--- config.mk ---
export PLATFORM = sky130hd
export DESIGN_NAME = sdram_port_arbiter_flat
export DESIGN_NICKNAME = d
export VERILOG_FILES = /design/src/rtl/sdram_port_arbiter_if.sv /design/src/rtl/sdram_port_arbiter.sv /design/src/flat_wrapper.sv
export SDC_FILE = /design/constraint.sdc
export NUM_CORES = 1
export LEC_CHECK = 0
export CAP_MARGIN = 20
export CORE_AREA = 2 2 86 88
export CTS_CLUSTER_SIZE = 28
export DETAILED_ROUTE_END_ITERATION = 8
export DIE_AREA = 0 0 88 90
export GPL_TIMING_DRIVEN = 0
export MAX_ROUTING_LAYER = met4
export PLACE_DENSITY_LB_ADDON = 0.15
export SETUP_SLACK_MARGIN = 0.1
export SYNTH_ARGS = -nofsm -noshare
export SYNTH_HDL_FRONTEND = slang
export SYNTH_SLANG_ARGS = --single-unit
--- constraint.sdc ---
create_clock -name sdram_clk -period 6.5 [get_ports sdram_clk]
set_input_delay 1.3 -clock sdram_clk [delete_from_list [all_inputs] [get_ports sdram_clk]]
set_output_delay 1.3 -clock sdram_clk [all_outputs]
set_load 0.1 [all_outputs]
--- src/rtl/sdram_port_arbiter_if.sv ---
// Controller-side request/ack bundle between the port arbiter and the SDRAM core.
// master = arbiter (drives the muxed request), slave = controller.
interface sdram_port_arbiter_if #(
    parameter int ADR_WIDTH = 32,
    parameter int DAT_WIDTH = 16
) ();
    logic                   acc_o;
    logic [ADR_WIDTH-1:0]   adr_o;
    logic [DAT_WIDTH-1:0]   dat_o;
    logic [DAT_WIDTH/8-1:0] sel_o;
    logic                   we_o;
    logic                   ack_i;
    logic                   sdram_idle_i;

    modport master (
        output acc_o, adr_o, dat_o, sel_o, we_o,
        input  ack_i, sdram_idle_i
    );

    modport slave (
        input  acc_o, adr_o, dat_o, sel_o, we_o,
        output ack_i, sdram_idle_i
    );
endinterface

--- src/rtl/sdram_port_arbiter.sv ---
// Round-robin N-port arbiter in front of the SDRAM controller core.
// Define SDRAM_ARB_PRIO_EN to give port 0 fixed priority and exempt it from MAX_BEATS.
module sdram_port_arbiter #(
    parameter int PORTS     = 3,
    parameter int ADR_WIDTH = 32,
    parameter int DAT_WIDTH = 16,
    parameter int MAX_BEATS = 8
) (
    input  logic                           sdram_clk,
    input  logic                           sdram_rst_n,
    input  logic [PORTS-1:0]               p_acc_i,
    input  logic [PORTS*ADR_WIDTH-1:0]     p_adr_i,
    input  logic [PORTS*DAT_WIDTH-1:0]     p_dat_i,
    input  logic [PORTS*DAT_WIDTH/8-1:0]   p_sel_i,
    input  logic [PORTS-1:0]               p_we_i,
    output logic [PORTS-1:0]               p_ack_o,
    output logic [PORTS-1:0]               grant_o,
    output logic [$clog2(PORTS)-1:0]       grant_enc_o,
    sdram_port_arbiter_if.master           ctl
);
    localparam int EW = $clog2(PORTS);
    localparam int SW = DAT_WIDTH / 8;
    localparam int BW = (MAX_BEATS > 0) ? $clog2(MAX_BEATS + 1) : 1;
    localparam logic [BW-1:0] BEAT_MAX = BW'(MAX_BEATS);
    localparam logic [EW-1:0] LAST_RST = EW'(PORTS - 1);

    localparam logic [1:0] S_IDLE  = 2'd0;
    localparam logic [1:0] S_GRANT = 2'd1;
    localparam logic [1:0] S_DRAIN = 2'd2;

    logic [1:0]       state_q, state_d;
    logic [PORTS-1:0] grant_q, grant_d;
    logic [EW-1:0]    enc_q, enc_d;
    logic [EW-1:0]    last_q, last_d;
    logic [BW-1:0]    beats_q, beats_d;

    logic [PORTS-1:0] elig;
    logic [EW-1:0]    idx;
    logic [EW-1:0]    rr_win, win;
    logic             rr_vld, win_vld;
    logic             held, arb_en, force_sw, prio_exempt;

    logic [ADR_WIDTH-1:0] adr_a [PORTS];
    logic [DAT_WIDTH-1:0] dat_a [PORTS];
    logic [SW-1:0]        sel_a [PORTS];

    for (genvar i = 0; i < PORTS; i++) begin : g_unpack
        assign adr_a[i] = p_adr_i[i*ADR_WIDTH +: ADR_WIDTH];
        assign dat_a[i] = p_dat_i[i*DAT_WIDTH +: DAT_WIDTH];
        assign sel_a[i] = p_sel_i[i*SW +: SW];
    end

`ifdef SDRAM_ARB_PRIO_EN
    assign elig        = p_acc_i & ~PORTS'(1);
    assign prio_exempt = (enc_q == '0);
`else
    assign elig        = p_acc_i;
    assign prio_exempt = 1'b0;
`endif

    // Scan last+PORTS down to last+1 so the nearest requester overwrites the rest.
    always_comb begin
        rr_win = '0;
        rr_vld = 1'b0;
        idx    = '0;
        for (int k = PORTS; k >= 1; k--) begin
            idx = EW'((int'(last_q) + k) % PORTS);
            if (elig[idx]) begin
                rr_win = idx;
                rr_vld = 1'b1;
            end
        end
        win     = rr_win;
        win_vld = rr_vld;
`ifdef SDRAM_ARB_PRIO_EN
        if (p_acc_i[0]) begin
            win     = '0;
            win_vld = 1'b1;
        end
`endif
    end

    always_comb begin
        state_d  = state_q;
        grant_d  = grant_q;
        enc_d    = enc_q;
        last_d   = last_q;
        beats_d  = beats_q;
        force_sw = 1'b0;
        arb_en   = 1'b0;
        unique case (state_q)
            S_GRANT: begin
                if (ctl.ack_i && beats_q != BEAT_MAX)
                    beats_d = beats_q + 1'b1;
                force_sw = (MAX_BEATS != 0) && (beats_d == BEAT_MAX)
                         && (|(p_acc_i & ~grant_q)) && !prio_exempt;
                if (!p_acc_i[enc_q] || force_sw)
                    state_d = S_DRAIN;
            end
            S_IDLE, S_DRAIN: arb_en = ctl.sdram_idle_i;
            default: state_d = S_IDLE;
        endcase
        if (arb_en) begin
            if (win_vld) begin
                state_d = S_GRANT;
                grant_d = PORTS'(1) << win;
                enc_d   = win;
                last_d  = win;
                beats_d = '0;
            end else begin
                state_d = S_IDLE;
                grant_d = '0;
                enc_d   = '0;
            end
        end
    end

    always_ff @(posedge sdram_clk or negedge sdram_rst_n) begin
        if (!sdram_rst_n) begin
            state_q <= S_IDLE;
            grant_q <= '0;
            enc_q   <= '0;
            last_q  <= LAST_RST;
            beats_q <= '0;
        end else begin
            state_q <= state_d;
            grant_q <= grant_d;
            enc_q   <= enc_d;
            last_q  <= last_d;
            beats_q <= beats_d;
        end
    end

    // Late acks in DRAIN still belong to the held port.
    assign held        = (state_q == S_GRANT) || (state_q == S_DRAIN);
    assign ctl.acc_o   = (state_q == S_GRANT) && p_acc_i[enc_q];
    assign ctl.adr_o   = adr_a[enc_q];
    assign ctl.dat_o   = dat_a[enc_q];
    assign ctl.sel_o   = sel_a[enc_q];
    assign ctl.we_o    = held && p_we_i[enc_q];
    assign p_ack_o     = (held && ctl.ack_i) ? grant_q : '0;
    assign grant_o     = grant_q;
    assign grant_enc_o = enc_q;

endmodule
--- src/flat_wrapper.sv ---
// flat-port wrapper written by rule: the top's interface ports become plain ports
module sdram_port_arbiter_flat 
#(
    parameter int PORTS     = 3,
    parameter int ADR_WIDTH = 32,
    parameter int DAT_WIDTH = 16,
    parameter int MAX_BEATS = 8
)
  (sdram_clk, sdram_rst_n, p_acc_i, p_adr_i, p_dat_i, p_sel_i, p_we_i, p_ack_o, grant_o, grant_enc_o, ctl_acc_o, ctl_adr_o, ctl_dat_o, ctl_sel_o, ctl_we_o, ctl_ack_i, ctl_sdram_idle_i);
  sdram_port_arbiter_if #(.ADR_WIDTH(ADR_WIDTH), .DAT_WIDTH(DAT_WIDTH)) ctl_i ();
  input  logic sdram_clk;
  input  logic sdram_rst_n;
  input  logic [PORTS-1:0] p_acc_i;
  input  logic [PORTS*ADR_WIDTH-1:0] p_adr_i;
  input  logic [PORTS*DAT_WIDTH-1:0] p_dat_i;
  input  logic [PORTS*DAT_WIDTH/8-1:0] p_sel_i;
  input  logic [PORTS-1:0] p_we_i;
  output logic [PORTS-1:0] p_ack_o;
  output logic [PORTS-1:0] grant_o;
  output logic [$clog2(PORTS)-1:0] grant_enc_o;
  output wire logic [$bits(ctl_i.acc_o)-1:0] ctl_acc_o;
  output wire logic [$bits(ctl_i.adr_o)-1:0] ctl_adr_o;
  output wire logic [$bits(ctl_i.dat_o)-1:0] ctl_dat_o;
  output wire logic [$bits(ctl_i.sel_o)-1:0] ctl_sel_o;
  output wire logic [$bits(ctl_i.we_o)-1:0] ctl_we_o;
  input wire logic [$bits(ctl_i.ack_i)-1:0] ctl_ack_i;
  input wire logic [$bits(ctl_i.sdram_idle_i)-1:0] ctl_sdram_idle_i;
  assign ctl_acc_o = ctl_i.acc_o;
  assign ctl_adr_o = ctl_i.adr_o;
  assign ctl_dat_o = ctl_i.dat_o;
  assign ctl_sel_o = ctl_i.sel_o;
  assign ctl_we_o = ctl_i.we_o;
  assign ctl_i.ack_i = ctl_ack_i;
  assign ctl_i.sdram_idle_i = ctl_sdram_idle_i;
  sdram_port_arbiter #(.PORTS(PORTS), .ADR_WIDTH(ADR_WIDTH), .DAT_WIDTH(DAT_WIDTH), .MAX_BEATS(MAX_BEATS)) u_core (.sdram_clk(sdram_clk), .sdram_rst_n(sdram_rst_n), .p_acc_i(p_acc_i), .p_adr_i(p_adr_i), .p_dat_i(p_dat_i), .p_sel_i(p_sel_i), .p_we_i(p_we_i), .p_ack_o(p_ack_o), .grant_o(grant_o), .grant_enc_o(grant_enc_o), .ctl(ctl_i));
endmodule
==> results of run 1 <==
==> state kept, by name, summed over array words and instances (netlist names) <==
name / count
u_core.beats_q: 4
u_core.grant_enc_o: 2
u_core.grant_o: 3
u_core.last_q: 2
u_core.state_q: 2
==> per-layer routing <==
layer / up-vias / share of wire / global-route usage
li1: 1414 / - / -
met1: 1273 / 0.42 / 0.2948
met2: 114 / 0.48 / 0.3864
met3: 21 / 0.076 / 0.03949
met4: 0 / 0.021 / 0.05897
met5: - / 0 / -
==> cells by family (layout without fill, tap and decap cells) <==
| family | after synthesis | in the layout | synth area share |
|---|---|---|---|
| buffers and inverters | 29 | 252 | 0.05598 |
| adder cells (fa/ha/maj) | 10 | 10 | 0.06171 |
| flip-flops | 13 | 13 | 0.1660 |
| multiplexers | 55 | 55 | 0.2799 |
| AO/OA/AOI/OAI | 73 | 73 | 0.2157 |
| AND/OR/NAND/NOR | 94 | 94 | 0.2074 |
| XOR/XNOR | 3 | 3 | 0.01336 |
==> tightest hold or removal path: cells and delay by family, from the launching register on <==
kind	cells	cell delay, ns
DFF	1	0.37
buffers and inverters	1	0.06
AOI/OAI and AO/OA	1	0.10
==> stage by stage <==
stage / hold slack [ns] / cell area [sq um]
2_1_floorplan: 0.4889 / 1967
3_3_place_gp: 0.5054 / 4283
3_5_place_dp: 0.5143 / 4283
4_1_cts: 0.5415 / 4328
5_1_grt: 0.5825 / 4328
6_report: 0.5453 / 4328
==> cell type report <==
| cell class | instances | area (sq um) |
|---|---|---|
| Inverter | 11 | 41.29 |
| Multi-Input combinational cell | 235 | 1530 |
| Timing Repair Buffer | 219 | 2192 |
| Tap cell | 99 | 123.9 |
| Clock buffer | 4 | 45.04 |
| Fill cell | 631 | 2693 |
| Buffer | 18 | 68.82 |
| Sequential cell | 13 | 326.6 |
==> worst max-delay path by stage <==
| stage | from | to | cells after the start | slack, ns |
|---|---|---|---|---|
| after detailed placement | p_acc_i[2] | ctl_acc_o | 4 | 1.48 |
| after global routing | p_acc_i[2] | ctl_acc_o | 4 | 1.36 |
| final | p_acc_i[2] | ctl_acc_o | 4 | 1.46 |
| after global placement | p_acc_i[2] | ctl_acc_o | 4 | 1.47 |
| after floorplan | u_core.grant_enc_o[1]$_DFFE_PN0P_ | ctl_adr_o[0] | 4 | 1.24 |
| after CTS | p_acc_i[2] | ctl_acc_o | 4 | 1.47 |
==> cells in the final DEF (no fill, tap or decap), types with 2 or more instances in the layout <==
cell             Yosys  layout
clkdlybuf4s50_1      0     219
nand2_1             59      59
mux2i_1             55      55
o21ai_0             55      55
nor2_1              15      15
clkbuf_1            12      13
dfrtp_1             12      12
inv_1               11      11
ha_1                 8       8
buf_1                5       5
a21oi_1              4       4
and3_1               3       3
xnor2_1              3       3
nand3_1              3       3
clkbuf_8             0       3
nor3_1               2       2
or2_2                2       2
o31ai_1              2       2
a21o_2               2       2
==> summary.md, run 1 <==
| Metric | Value |
|---|---|
| Status | completed |
| Htree depth | 1 |
| Hold depth | 2 |
| CTS Sinks | 13 |
| Number of flops mapped to enable cells by yosys | 0 |
| Clock latency on the worst-skew pair | 0.24 ns |
| ANT cells | 0 |
| Pins over their slew limit | 0 |
| Grt ovf | 0 |
| Die area | 0.007920 sq mm |
| Worst Setup Path Type | input pin to output port |
| Setup TNS | 0 ns |
| First-pass GRT wire length | 14.50 mm |
| Largest net degree at the start of global routing | 14 |
| GRT Util Overall | 0.2342 |
| HPWL after DPL | 7.936 mm |
| Vias | 2822 |
| Clk slew on worst S/H paths | 0.05 ns |
| Cts bufs inserted | 3 |
| Hold Path Class | flip-flop to flip-flop |
| Warnings from Yosys | 0 |
| I/O Buffers | 219 |
| Post-synth cell types | 41 |
| Post-synth top area cell | mux2i_1 |
| Final period utilization | 0.7759 |
| Gpl congestion | 0.7947 |
| Chip Height | 90 microns |
| Initial antenna violation count | 0 |
| Bufs and invs on worst path | 2 |
| Iteration-0 DRC Markers | 84 |
| Final setup fails | 0 |
| Post-synth top cells | nand2_1 (59), mux2i_1 (55), o21ai_0 (55), nor2_1 (15) |
| R2R Path Start | u_core.last_q[1]$_DFFE_PN1P_ |
| Delay-heaviest family, CP | buffers and inverters |
| Synthesized net count | 445 |
| RSZ-0062 raised after global routing | false |
| I/O pin cnt | 220 |
| CP Capture Type | output port |
| CTS Buffer Depth | 2 |
| CTS tree | done |
| Max Cap Viol | 0 |
| Final core occ | 0.6165 |
| Sequential share of the synthesized area | 0.1660 |
| Final Hold Fails | 0 |
| Post-route minimum period | 5.043 ns |
| Drt wl/cell | 15.73 microns |
| Worst-path cell chain | clkdlybuf4s50_1 > mux2i_1 > o31ai_1 > clkdlybuf4s50_1 |
| Post-CTS setup buffer count | 0 |
| Detail Route Antenna Nets | 0 |
| Worst setup SP type | input pin |
| Area delta synth->final | 120.0% |
| Number of gates resized after cts | 0 |
| Ys async rst share | 1.000 |
| Fmax | 198.3 MHz |
| Final setup margin | 1.457 ns |
| Die X | 88 microns |
| Skew final | 0.0008644 ns |
| Worst r2r dst | u_core.last_q[0]$_DFFE_PN0P_ |
| Slew HR | 0.2849 |
| CP required | 5.20 ns |
| Mapped Cells | 277 |
| Worst path most repeated cell | clkdlybuf4s50_1 |
| Reg2reg setup slack | 4.04 ns |
| Ys flop type | dfrtp_1 |
| Dpl ws | 1.482 ns |
| CP arrival | 3.74 ns |
| Count leader, synth | nand2_1 |
| Hold_buf cts | 0 |
| Final wirelength | 9.422 mm |
| Actual slew at the worst max-slew pin | 1.069 ns |
| Hold Crit Start | u_core.last_q[1]$_DFFE_PN1P_ |
| Slowest cell on the critical path | clkdlybuf4s50_1 |
| Synthesized area per cell | 7.101 sq um |
| # DRC | 0 |
| Core box area | 0.007020 sq mm |
| Root buf cell | clkbuf_8 |
| Finished Layout Cells | 599 |
| R2R cell count | 6 |
| Vias per inst | 4.711 |
| Placed cells | 595 |
| Rows | 31 |
| Area fraction of the dominant cell type after synthesis | 0.2799 |
| CP max stage delay | 1.25 ns |
| Synth Cell Area | 0.001967 sq mm |
| Initial core utilization | 0.2802 |
| CP Max Fanout | 6 |
| Vias in the first global route | 2672 |
| Synth top area cells | mux2i_1 (28%), dfrtp_1 (15%), o21ai_0 (14%), nand2_1 (11%), ha_1 (5.1%) |
| Ratio of cells with drive above 1 in the final layout | 0.02800 |
| Worst Hold Endpoint | u_core.last_q[1]$_DFFE_PN1P_ |
| TritonRoute pass-1 iters | 4 |
| Nets | 669 |
| Register bit total from synthesis | 13 |
Power of run 1 is not shown: default switching activity piles up to over one toggle a cycle in this logic, so the estimate is an artifact.
==> inputs of run 2 (changes only) <==
--- a/config.mk
+++ b/config.mk
@@ -6,10 +6,9 @@
 export NUM_CORES = 1
 export LEC_CHECK = 0
 export CAP_MARGIN = 20
-export CORE_AREA = 2 2 86 88
+export CORE_UTILIZATION = 26
 export CTS_CLUSTER_SIZE = 28
 export DETAILED_ROUTE_END_ITERATION = 8
-export DIE_AREA = 0 0 88 90
 export GPL_TIMING_DRIVEN = 0
 export MAX_ROUTING_LAYER = met4
 export PLACE_DENSITY_LB_ADDON = 0.15
==> constraint.sdc (replaced) <==
create_clock -name sdram_clk -period 4.4 [get_ports sdram_clk]
set_input_delay 0.88 -clock sdram_clk [delete_from_list [all_inputs] [get_ports sdram_clk]]
set_output_delay 0.88 -clock sdram_clk [all_outputs]
set_load 0.1 [all_outputs]
==> summary.md, run 2 (synthesis results as in run 1) <==
| Metric | Value |
|---|---|
| Gpl congestion | 0.8378 (+5.4%) |
| Fmax | 243.8 MHz |
| Chip Height | 88.98 microns (-1.1%) |
| Final wirelength | 9.680 mm (+2.7%) |
| Clk slew on worst S/H paths | 0.06 ns (about the same) |
| Largest net degree at the start of global routing | 14 (unchanged) |
| Final period utilization | 0.9320 |
| Slowest cell on the critical path | clkdlybuf4s50_1 |
| TritonRoute pass-1 iters | 4 (unchanged) |
| Nets | 669 (unchanged) |
| HPWL after DPL | 8.152 mm (+2.7%) |
| Skew final | 0.001317 ns (+0.0004522 ns) |
| Status | completed |
| Iteration-0 DRC Markers | 53 (-37%) |
| Die area | 0.007917 sq mm (about the same) |
| Cts bufs inserted | 3 (unchanged) |
| # DRC | 0 (unchanged) |
| Top reg by flops | u_core.beats_q |
| Ratio of cells with drive above 1 in the final layout | 0.03000 (+0.002000) |
| First-pass GRT wire length | 13.83 mm (-4.6%) |
| CTS Sinks | 13 (unchanged) |
| Commonest non-fill, non-tap cell in the layout | clkdlybuf4s50_1 |
| Final core occ | 0.5952 (-0.02124) |
| CP arrival | 3.22 ns (-0.52 ns) |
| GRT Util Overall | 0.2327 (-0.001512) |
| Worst path most repeated cell | clkbuf_1 |
| Placed cells | 595 (unchanged) |
| Core box area | 0.007292 sq mm (+3.9%) |
| Drt wl/cell | 16.16 microns (+2.7%) |
| ANT cells | 0 (unchanged) |
| Vias | 2837 (+0.53%) |
| CTS tree | done |
| Max Cap Viol | 0 (unchanged) |
| Slew HR | 0.3002 (+0.01526) |
| Die X | 88.98 microns (+1.1%) |
| CP Capture Type | output port |
| Worst Setup Path Type | flip-flop to output port |
| Worst-path cell chain | clkbuf_1 > nor2b_1 > clkbuf_1 > clkbuf_1 > nand2_1 > o21ai_1 > clkdlybuf4s50_1 |
| Finished Layout Cells | 599 (unchanged) |
| Htree depth | 1 (unchanged) |
| Rows | 31 (unchanged) |
| I/O pin cnt | 220 (unchanged) |
| Worst setup SP type | flip-flop |
| RSZ-0062 raised after global routing | false |
| CTS Buffer Depth | 2 (unchanged) |
| CP required | 3.52 ns (-1.68 ns) |
| Detail Route Antenna Nets | 0 (unchanged) |
| CP max stage delay | 1.18 ns (-0.07 ns) |
| Initial antenna violation count | 0 (unchanged) |
| Grt ovf | 0 (unchanged) |
| Max reg flops | 4 (unchanged) |
| Actual slew at the worst max-slew pin | 1.046 ns (-0.02282 ns) |
| Most frequent cells in the layout | clkdlybuf4s50_1 (216), nand2_1 (59), mux2i_1 (55) |
| Vias per inst | 4.736 (+0.53%) |
| Pins over their slew limit | 0 (unchanged) |
| I/O Buffers | 219 (unchanged) |
| Final setup fails | 0 (unchanged) |
| Root buf cell | clkbuf_8 |
| Initial core utilization | 0.2697 (-0.01043) |
| Final Hold Fails | 0 (unchanged) |
| Clock latency on the worst-skew pair | 0.24 ns (about the same) |
| Vias in the first global route | 2695 (+0.86%) |
| Hold Path Class | flip-flop to flip-flop |
| Setup TNS | 0 ns (unchanged) |
| CP Max Fanout | 10 (+4) |
| Post-route minimum period | 4.101 ns |
| Area delta synth->final | 120.7% |
run 2: cell count changes in the layout (fill, tap and decap cells not counted), sizes merged:
| cell | delta |
|---|---|
| clkdlybuf4s50 | -3 |
| dlymetal6s2s | +3 |
run 2: timing repair:
item                       in CTS  in global routing
hold buffers                    0                  0
setup buffers                   0                  0
setup endpoints to repair       0                  3
hold endpoints to repair        0                  0
gates resized for setup         0                  3
run 2: metal layers:
layer	share of wire	global-route usage
met1	0.39	0.2664
met2	0.52	0.4273
met3	0.078	0.03878
met4	0.012	0.04762
met5	0	-
run 2: final cells by class:
class,instances,area (sq um)
Fill cell,707,2952
Timing Repair Buffer,219,2200
Multi-Input combinational cell,235,1535
Sequential cell,13,326.6
Tap cell,99,123.9
Buffer,18,68.82
Clock buffer,4,45.04
Inverter,11,41.29
run 2: worst max-delay path: cells and delay by family (launching register included):
family                 cells  cell delay, ns
flip-flops                 1            0.33
AND/OR/NAND/NOR            2            0.30
AO/OA/AOI/OAI              1            0.14
buffers and inverters      4            2.20
run 2: stage by stage:
step / setup WS [ns] / hold slack, ns / cell area, sq um
global placement: 0.3925 / 0.5065 / 4288
CTS: 0.2450 / 0.5343 / 4333
floorplan: 0.3071 / 0.4889 / 1972
detailed placement: 0.3845 / 0.5256 / 4288
finish: 0.2990 / 0.5323 / 4340
global route: 0.1012 / 0.5608 / 4340
run 2: path summary, 6_finish.rpt:
path / start / endpoint / slack, ns / depth (start not counted)
max reg2reg: u_core.last_q[1]$_DFFE_PN1P_ / u_core.last_q[0]$_DFFE_PN0P_ / 2.01 / 6
min: u_core.last_q[1]$_DFFE_PN1P_ / u_core.last_q[1]$_DFFE_PN1P_ / 0.53 / 2
min in group asynchronous: sdram_rst_n / u_core.beats_q[0]$_DFF_PN0_ / 1.02 / 1
min reg2reg: u_core.last_q[1]$_DFFE_PN1P_ / u_core.last_q[1]$_DFFE_PN1P_ / 0.53 / 2
max: u_core.grant_enc_o[0]$_DFFE_PN0P_ / ctl_adr_o[16] / 0.30 / 7
max in group asynchronous: sdram_rst_n / u_core.beats_q[2]$_DFF_PN0_ / 2.99 / 1
Power of run 2 is left out for the same reason.
==> inputs of run 3 (changes only) <==
--- a/config.mk
+++ b/config.mk
@@ -7,6 +7,7 @@
 export LEC_CHECK = 0
 export CAP_MARGIN = 20
 export CORE_UTILIZATION = 26
+export CTS_CLUSTER_DIAMETER = 150
 export CTS_CLUSTER_SIZE = 28
 export DETAILED_ROUTE_END_ITERATION = 8
 export GPL_TIMING_DRIVEN = 0
==> results of run 3 <==
Same layout as run 2: the final DEF is identical, and so are final timing and power.
Power of run 3 is left out for the same reason.
